[config.mk]
export PLATFORM = sky130hd
export DESIGN_NAME = data_mem_bridge
export DESIGN_NICKNAME = d
export VERILOG_FILES = /design/src/rtl/data_mem_bridge.sv
export SDC_FILE = /design/constraint.sdc
export NUM_CORES = 1
export LEC_CHECK = 0
export CAP_MARGIN = 10
export CORE_UTILIZATION = 42
export DETAILED_ROUTE_END_ITERATION = 10
export PLACE_DENSITY = 0.77
export SYNTH_ARGS = -nofsm -noshare
export SYNTH_HDL_FRONTEND = slang
export SYNTH_SLANG_ARGS = --single-unit
[constraint.sdc]
create_clock -name clk -period 5.9 [get_ports clk]
set_input_delay 1.18 -clock clk [delete_from_list [all_inputs] [get_ports clk]]
set_output_delay 1.18 -clock clk [all_outputs]
set_load 0.005 [all_outputs]
[src/rtl/data_mem_bridge.sv]
// data_mem_bridge: CPU data port to synchronous word-wide SRAM bridge.
// Each request is latched, issued to the SRAM once, and answered after a
// fixed number of wait states. Stores are lane-replicated and loads are
// right-aligned to the byte address. Illegal accesses skip the SRAM and
// set a sticky error flag.
module data_mem_bridge #(
  parameter int ADDR_W      = 14,
  parameter int WAIT_CYCLES = 2
) (
  input  logic              clk,
  input  logic              rst,
  input  logic              cpu_read,
  input  logic [3:0]        cpu_write,
  input  logic [31:0]       cpu_addr,
  input  logic [31:0]       cpu_wdata,
  output logic [31:0]       cpu_rdata,
  output logic              cpu_stall,
  output logic              mem_cs,
  output logic [3:0]        mem_we,
  output logic [ADDR_W-1:0] mem_addr,
  output logic [31:0]       mem_wdata,
  input  logic [31:0]       mem_rdata,
  output logic              err,
  output logic [15:0]       rd_count,
  output logic [15:0]       wr_count
);

  typedef enum logic [1:0] {S_IDLE, S_ISSUE, S_WAIT, S_DONE} state_e;

  state_e state_q, state_d;

  logic              request;
  logic              is_store;
  logic              both_set;
  logic              strobe_ok;
  logic              addr_ok;
  logic              illegal;
  logic [31:0]       fmt_wdata;

  logic [ADDR_W-1:0] addr_q;
  logic [3:0]        we_q;
  logic              store_q;
  logic [1:0]        off_q;
  logic [31:0]       wdata_q;
  logic [3:0]        cnt_q;
  logic [31:0]       rdata_q;
  logic              err_q;
  logic [15:0]       rd_count_q;
  logic [15:0]       wr_count_q;

  assign request  = cpu_read | (|cpu_write);
  assign is_store = |cpu_write;
  assign both_set = cpu_read & is_store;
  assign addr_ok  = (cpu_addr[31:ADDR_W+2] == '0);
  assign illegal  = (is_store & ~strobe_ok) | ~addr_ok;

  // Classify the store strobe and replicate sub-word data onto every lane
  always_comb begin
    strobe_ok = 1'b0;
    fmt_wdata = cpu_wdata;
    case (cpu_write)
      4'b0001, 4'b0010, 4'b0100, 4'b1000: begin
        strobe_ok = 1'b1;
        fmt_wdata = {4{cpu_wdata[7:0]}};
      end
      4'b0011, 4'b1100: begin
        strobe_ok = 1'b1;
        fmt_wdata = {2{cpu_wdata[15:0]}};
      end
      4'b1111: begin
        strobe_ok = 1'b1;
        fmt_wdata = cpu_wdata;
      end
      default: begin
        strobe_ok = 1'b0;
        fmt_wdata = cpu_wdata;
      end
    endcase
  end

  // State register
  always_ff @(posedge clk or posedge rst) begin
    if (rst) state_q <= S_IDLE;
    else     state_q <= state_d;
  end

  // Next-state: illegal requests go straight to DONE, stores skip WAIT
  always_comb begin
    state_d = state_q;
    case (state_q)
      S_IDLE:  if (request) state_d = illegal ? S_DONE : S_ISSUE;
      S_ISSUE: state_d = store_q ? S_DONE : S_WAIT;
      S_WAIT:  if (cnt_q == 4'(WAIT_CYCLES - 1)) state_d = S_DONE;
      S_DONE:  state_d = S_IDLE;
      default: state_d = S_IDLE;
    endcase
  end

  // Latch the request when it is accepted out of IDLE; later changes are ignored
  always_ff @(posedge clk or posedge rst) begin
    if (rst) begin
      addr_q  <= '0;
      we_q    <= '0;
      store_q <= 1'b0;
      off_q   <= '0;
      wdata_q <= '0;
    end else if (state_q == S_IDLE && request) begin
      addr_q  <= cpu_addr[ADDR_W+1:2];
      we_q    <= cpu_write;
      store_q <= is_store;
      off_q   <= cpu_addr[1:0];
      wdata_q <= fmt_wdata;
    end
  end

  // Wait-state counter, cleared while the access is being issued
  always_ff @(posedge clk or posedge rst) begin
    if (rst)                     cnt_q <= '0;
    else if (state_q == S_ISSUE) cnt_q <= '0;
    else if (state_q == S_WAIT)  cnt_q <= cnt_q + 4'd1;
  end

  // Load data: capture and align at the end of WAIT, zero for an illegal load
  always_ff @(posedge clk or posedge rst) begin
    if (rst) begin
      rdata_q <= '0;
    end else if (state_q == S_WAIT && state_d == S_DONE) begin
      rdata_q <= mem_rdata >> {off_q, 3'b000};
    end else if (state_q == S_IDLE && request && illegal && !is_store) begin
      rdata_q <= '0;
    end
  end

  // Sticky error on an illegal request or a simultaneous load and store
  always_ff @(posedge clk or posedge rst) begin
    if (rst) err_q <= 1'b0;
    else if (state_q == S_IDLE && request && (illegal || both_set)) err_q <= 1'b1;
  end

  // Access counters bump on entry to DONE for legal accesses only
  always_ff @(posedge clk or posedge rst) begin
    if (rst) begin
      rd_count_q <= '0;
      wr_count_q <= '0;
    end else begin
      if (state_q == S_WAIT && state_d == S_DONE) rd_count_q <= rd_count_q + 16'd1;
      if (state_q == S_ISSUE && store_q)          wr_count_q <= wr_count_q + 16'd1;
    end
  end

  // Outputs: one chip-select cycle in ISSUE, stall until DONE
  always_comb begin
    mem_cs    = (state_q == S_ISSUE);
    mem_we    = mem_cs ? we_q : 4'b0000;
    mem_addr  = addr_q;
    mem_wdata = wdata_q;
    cpu_rdata = rdata_q;
    err       = err_q;
    rd_count  = rd_count_q;
    wr_count  = wr_count_q;
    cpu_stall = request && (state_q != S_DONE) && !rst;
  end

endmodule

==> flow_summary_export.csv, run 1 <==
group,metric,value,unit
synth,synth_top_cells_by_count,"nand2_1 (146), dfrtp_1 (124), nor2_1 (27), mux2i_1 (26), o21ai_0 (21)",
sta,slew_headroom,40.3,%
cts,clock-root-buffer,"clkbuf_16",
synth,syn_area,5890,um^2
power,leakagePower,3.88,nW
route,drt-total-wl,17.3,mm
layout,multiInputGateArea,2650,um^2
sta,hold-worst-slack,0.470,ns
synth,async_flop_share,100,%
synth,synth_top_area_share,52.7,%
setup_path,worstPathRequired,4.72,ns
place,port_buffers,219,
synth,ys_ff_latch,124,
cts,cts_tree,"yes",
power,p_comb_share,42.8,%
cts,cts.clk_slew.worst_paths,0.05,ns
run,maxCapViolCount,0,
synth,synth_nets,686,
die,initial_utilization,43.8,%
layout,num-fill-cells,1073,
route,dr.pass1.iters,5,
setup_path,worst-setup-path-type,"in -> out",
power,vdd_drop_max,0.000279,V
die,rows,42,
sta,setup_ws,1.38,ns
route,vias_per_cell,5.31,
synth,syn_area_per_cell,10.3,um^2
synth,synth_top_cell_by_area,"dfrtp_1",
sta,period_share,76.6,%
synth,synth_edf_count,0,
sta,worst_pin_slew,0.896,ns
power,total_power,0.00439,W
place,gp_congestion,0.846,
die,pin_count,220,
cts,cts_resized,0,
die,fp.dieH,120,um
synth,syn_inst,574,
cts,cts.sinks,124,
synth,seq_area_frac_synth,52.7,%
layout,num_antenna_cells,0,
die,dieArea,14500,um^2
sta,skew,0.00678,ns
power,power_frac_seq,32.4,%
global_route,antenna_found_initial,0,
global_route,grt_usage,24.9,%
place,placed_area,8240,um^2
sta,hold_violations,0,
place,hpwl,12.7,mm
power,p_sw_share,34.5,%
route,drt_iter0_markers,320,
setup_path,crit_arrival,3.34,ns
global_route,grt_pass1_vias,5366,
sta,final-setup-viol-count,0,
route,vias,5200,
synth,yosys_warnings,0,
cts,htreeDepth,4,
sta,rsz0062_at_grt,"no",
place,pre_cts_ws,1.38,ns
sta,fin_setup_tns,0,ns
power,p_switching,0.00151,W
route,wire_per_inst,17.7,um
cts,cts.path.max_buffers,2,
setup_path,startpoint_type,"input port",
hold_path,hold_path_class,"reg -> reg",
synth,ys.flop_type,"dfrtp_1",
layout,syn2layout_area_growth,50.5,%
power,powerDensity,496,nW/um^2
setup_path,end_kind,"primary output",
synth,yosysMostFrequentCell,"nand2_1",
route,ant_nets,0,
cts,cts_hold_buf,0,
synth,synthTopCellsByArea,"dfrtp_1 (53%), nand2_1 (9.3%), mux2i_1 (4.4%)",
route,route.detailed.drc,0,
global_route,grt_max_degree,75,
power,p_clk_share,24.8,%
layout,final_layout_size_suffix_gt1_share,7.97,%
sta,fin_crit,4.52,ns
layout,fin_area,8860,um^2
global_route,overflow,0,
sta,fmax,221,MHz
run_status,status,"finished clean",
power,p_int,0.00288,W
setup_path,critical_path.max_fanout,7,
cts,cts_setup_buffers,0,
cts,numCtsBuffers,17,
cts,clock_latency,0.41,ns
layout,layout.nets,902,
die,fp.dieW,120,um
global_route,grt_pass1_wl,27.8,mm
sta,slew_viol_final,0,
layout,seq_area,3100,um^2
synth,synthDistinctLibCells,47,
die,coreArea,13500,um^2
flip-flops by register name (all words and copies together), names as in the netlist:
signal	count
cpu_rdata	32
mem_wdata	32
we_q	4
rd_count	16
off_q	2
mem_addr	14
store_q	1
err	1
wr_count	16
state_q	2
cnt_q	4
through the flow:
step                      utilization, %  instances
final                               65.9        979
after global routing                65.9        979
after CTS                           65.9        979
after detailed placement            61.3        947
after global placement              61.3        947
after floorplan                        -        574
worst paths after layout:
| check | startpoint | endpoint | slack, ns | cells after the start |
|---|---|---|---|---|
| worst max-delay path | cpu_write[1] | cpu_stall | 1.38 | 5 |
| worst min-delay path | we_q[1] | we_q[1] | 0.47 | 2 |
| worst max register to register | state_q[1] | rd_count[1] | 2.47 | 7 |
| worst min register to register | we_q[1] | we_q[1] | 0.47 | 2 |
| max in group asynchronous | rst | cpu_rdata[13] | 3.30 | 3 |
| min in group asynchronous | rst | state_q[1] | 1.40 | 2 |
power by group through the flow:
stage	clock network, W	logic (W)	registers [W]
2_1_floorplan	0	0.000961	0.00141
3_3_place_gp	0	0.00181	0.00142
3_5_place_dp	0	0.00188	0.00143
4_1_cts	0.00111	0.00189	0.00142
5_1_grt	0.00115	0.00205	0.00147
6_report	0.00109	0.00188	0.00142
cell families (layout without fill, tap and decap cells):
| group | count (synthesis) | after routing | synth area share, % |
|---|---|---|---|
| AOI/OAI and AO/OA | 98 | 98 | 13.1 |
| xor gates and xnor gates | 32 | 32 | 4.89 |
| adders and majority gates | 10 | 10 | 2.08 |
| buffers and inverters | 34 | 263 | 2.78 |
| DFF | 124 | 124 | 52.7 |
| muxes | 28 | 28 | 4.80 |
| and+or+nand+nor | 248 | 248 | 19.7 |
area by class of cell:
class                   instances  area share [%]
well taps                     176            2.48
inverters                       5           0.240
clock buffers                  18            4.84
flip-flops and latches        124            35.0
multi-input cells             416            29.9
clock inverters                14            2.19
repair buffers                226            25.3
cells in the final DEF (no fill, tap or decap), types with 10 or more instances in the layout:
cell type,count
a21oi_1,16
a22o_1,17
clkbuf_16,17
clkdlybuf4s50_1,219
dfrtp_1,124
mux2i_1,26
nand2_1,146
nand3_1,11
nor2_1,27
nor2b_1,11
nor3_1,10
o21ai_0,21
xnor2_1,10
xor2_1,20
critical path, cell delays in order:
cell	delay, ns
clkdlybuf4s50_1	0.50
or4_1	0.73
nor2_1	0.35
nor3_1	0.12
clkdlybuf4s50_1	0.46
routing by layer:
metal	share of wire (%)	up-vias	GRT usage, %
li1	-	2430	-
met1	41	2521	30.1
met2	49	217	41.1
met3	7.8	32	8.11
met4	2.6	0	9.95
met5	0	-	0
Power figures use the tool's default switching activity.
==> run 2, diff against run 1 <==
--- a/config.mk
+++ b/config.mk
@@ -6,9 +6,9 @@
 export NUM_CORES = 1
 export LEC_CHECK = 0
 export CAP_MARGIN = 10
-export CORE_UTILIZATION = 42
+export CORE_UTILIZATION = 40
 export DETAILED_ROUTE_END_ITERATION = 10
-export PLACE_DENSITY = 0.77
+export PLACE_DENSITY = 0.76
 export SYNTH_ARGS = -nofsm -noshare
 export SYNTH_HDL_FRONTEND = slang
 export SYNTH_SLANG_ARGS = --single-unit
==> constraint.sdc (replaced) <==
create_clock -name clk -period 3.9 [get_ports clk]
set_input_delay 0.78 -clock clk [delete_from_list [all_inputs] [get_ports clk]]
set_output_delay 0.78 -clock clk [all_outputs]
set_load 0.005 [all_outputs]
==> run 2 against run 1 <==
Final area fell by 0.28%. Global-route usage fell by 1.6 points. Clock skew rose by 0.00088 ns. Sequential share of layout area rose by 0.099 points. Critical path type unchanged. First-iteration DRC count rose by 13%. Combinational power rose by 50%.
==> flow_summary_export.csv, run 2 (same netlist as run 1, synthesis figures left out) <==
group,metric,value,unit
global_route,grt_use_met1,29.3,%
sta,slew_headroom,41.7,%
place,gp_congestion,0.914,
setup_path,worstPathRequired,3.12,ns
hold_path,hold_path_class,"reg -> reg",
global_route,grt_util_met2,37.1,%
sta,skew,0.00766,ns
global_route,antenna_found_initial,0,
die,rows,43,
cts,htreeDepth,4,
die,pin_count,220,
die,initial_utilization,41.8,%
run,maxCapViolCount,0,
sta,fin_setup_tns,0,ns
power,p_int,0.00421,W
sta,worst_pin_slew,0.875,ns
route,ant_nets,0,
power,p_sw_share,34.8,%
power,leakagePower,3.89,nW
cts,cts.path.max_buffers,2,
sta,fmax,286,MHz
setup_path,startpoint_type,"input port",
global_route,grt_use_met3,8.86,%
layout,final_common_cell,"clkdlybuf4s50_1",
setup_path,cp_common_cell,"clkdlybuf4s50_1",
route,vias_per_cell,5.31,
layout,syn2layout_area_growth,50.0,%
power,vdd_drop_max,0.000470,V
setup_path,crit_arrival,2.72,ns
route,drt_iter0_markers,362,
layout,final_layout_size_suffix_gt1_share,8.27,%
route,route.detailed.drc,0,
sta,slew_viol_final,0,
place,pre_cts_ws,0.385,ns
sta,hold_violations,0,
cts,cts.sinks,124,
global_route,overflow,0,
setup_path,cpPeakStageDelay,0.70,ns
layout,layout.nets,909,
cts,cts_hold_buf,0,
global_route,busiest_layer,"met2",
sta,final-setup-viol-count,0,
sta,period_share,89.6,%
power,p_switching,0.00225,W
cts,cts_tree,"yes",
power,p_comb_share,43.6,%
die,dieArea,15200,um^2
setup_path,cp_slowest_cell,"or4_1",
layout,num-fill-cells,1121,
sta,rsz0062_at_grt,"no",
layout,num_antenna_cells,0,
cts,numCtsBuffers,17,
power,power_frac_seq,34.1,%
run_status,status,"finished clean",
global_route,grt_max_degree,72,
route,vias,5260,
cts,cts_setup_buffers,0,
global_route,grt_pass1_vias,5246,
setup_path,end_kind,"primary output",
route,wire_per_inst,17.4,um
layout,final_cell_mix,"clkdlybuf4s50_1 (219), nand2_1 (146), dfrtp_1 (124)",
layout,final_cells,990,
setup_path,cpLargestDelayFamily,"simple AND/OR/NAND/NOR gates",
die,fp.dieW,123,um
setup_path,crit_path_cell_trace,"clkdlybuf4s50_1 -> or4_1 -> nor2_1 -> nor3_1 -> clkdlybuf4s50_1",
cts,cts.clk_slew.worst_paths,0.05,ns
setup_path,crit_buf_inv,2,
layout,final_util,62.7,%
die,fp.dieH,123,um
setup_path,critical_path.max_fanout,7,
sta,setup_ws,0.405,ns
place,port_buffers,219,
route,dr.pass1.iters,5,
route,drt-total-wl,17.2,mm
die,coreArea,14100,um^2
power,powerDensity,731,nW/um^2
place,dp.cells,958,
setup_path,worst-setup-path-type,"in -> out",
cts,cts_resized,0,
cts,clock-root-buffer,"clkbuf_16",
sta,fin_crit,3.50,ns
global_route,grt_usage,23.3,%
global_route,grt_pass1_wl,26.7,mm
power,p_clk_share,22.3,%
place,hpwl,12.5,mm
cts,clock_latency,0.41,ns
run 2: cell types whose count changed in the layout (fill, tap and decap cells not counted), moves of 2 or more:
cell        delta
clkinvlp_4     -3
clkbuf_8       +2
buf_4          +7
inv_6          -2
clkbuf_1       +4
clkinv_2       +4
bufinv_16      -3
run 2: path summary, 6_finish.rpt:
check / start / end / slack, ns / cells past startpoint
worst max-delay path: cpu_write[2] / cpu_stall / 0.40 / 5
min in group asynchronous: rst / mem_wdata[1] / 1.05 / 3
worst min register to register: mem_addr[4] / mem_addr[4] / 0.47 / 2
worst max register to register: state_q[1] / rd_count[15] / 1.24 / 8
max in group asynchronous: rst / cpu_rdata[13] / 2.22 / 3
worst min-delay path: mem_addr[4] / mem_addr[4] / 0.47 / 2
run 2: worst reg2reg max path: cells and delay by family (launching register included):
family / cells / cell delay (ns)
flops: 1 / 0.40
fa+ha+maj: 1 / 0.37
xor+xnor: 1 / 0.20
simple gates: 3 / 0.94
buf+inv: 2 / 0.40
compound gates: 1 / 0.27
run 2: final cells by class:
type / instances / area, um^2 / share of cell area [%]
tap: 180 / 225 / 2.55
clock buffer: 24 / 472 / 5.34
sequential: 124 / 3100 / 35.1
inverter: 5 / 22.5 / 0.255
timing repair buffer: 233 / 2300 / 26.0
multi-input combinational: 416 / 2650 / 30.0
clock inverter: 8 / 67.6 / 0.764
run 2: per-layer routing:
| metal | share of wire, % | routed length, um | vias up |
|---|---|---|---|
| met5 | 0 | 0 | - |
| met4 | 1.7 | 287 | 0 |
| met3 | 9.1 | 1560 | 25 |
| met2 | 49 | 8430 | 231 |
| met1 | 40 | 6940 | 2545 |
| li1 | - | - | 2459 |
run 2: power by group through the flow:
stage          sequential (W)  combinational, W  clock [W]
2_1_floorplan         0.00214           0.00145          0
3_3_place_gp          0.00218           0.00274          0
3_5_place_dp          0.00219           0.00283          0
4_1_cts               0.00220           0.00284    0.00147
5_1_grt               0.00226           0.00309    0.00153
6_report              0.00220           0.00282    0.00144
run 2: stage by stage:
stage               total power (W)  instance area, um^2  hold slack, ns
floorplan                   0.00359                 5890           0.437
global placement            0.00492                 8300           0.456
detailed placement          0.00502                 8300           0.463
CTS                         0.00651                 8840           0.475
global route                0.00687                 8840           0.493
finish                      0.00646                 8840           0.471
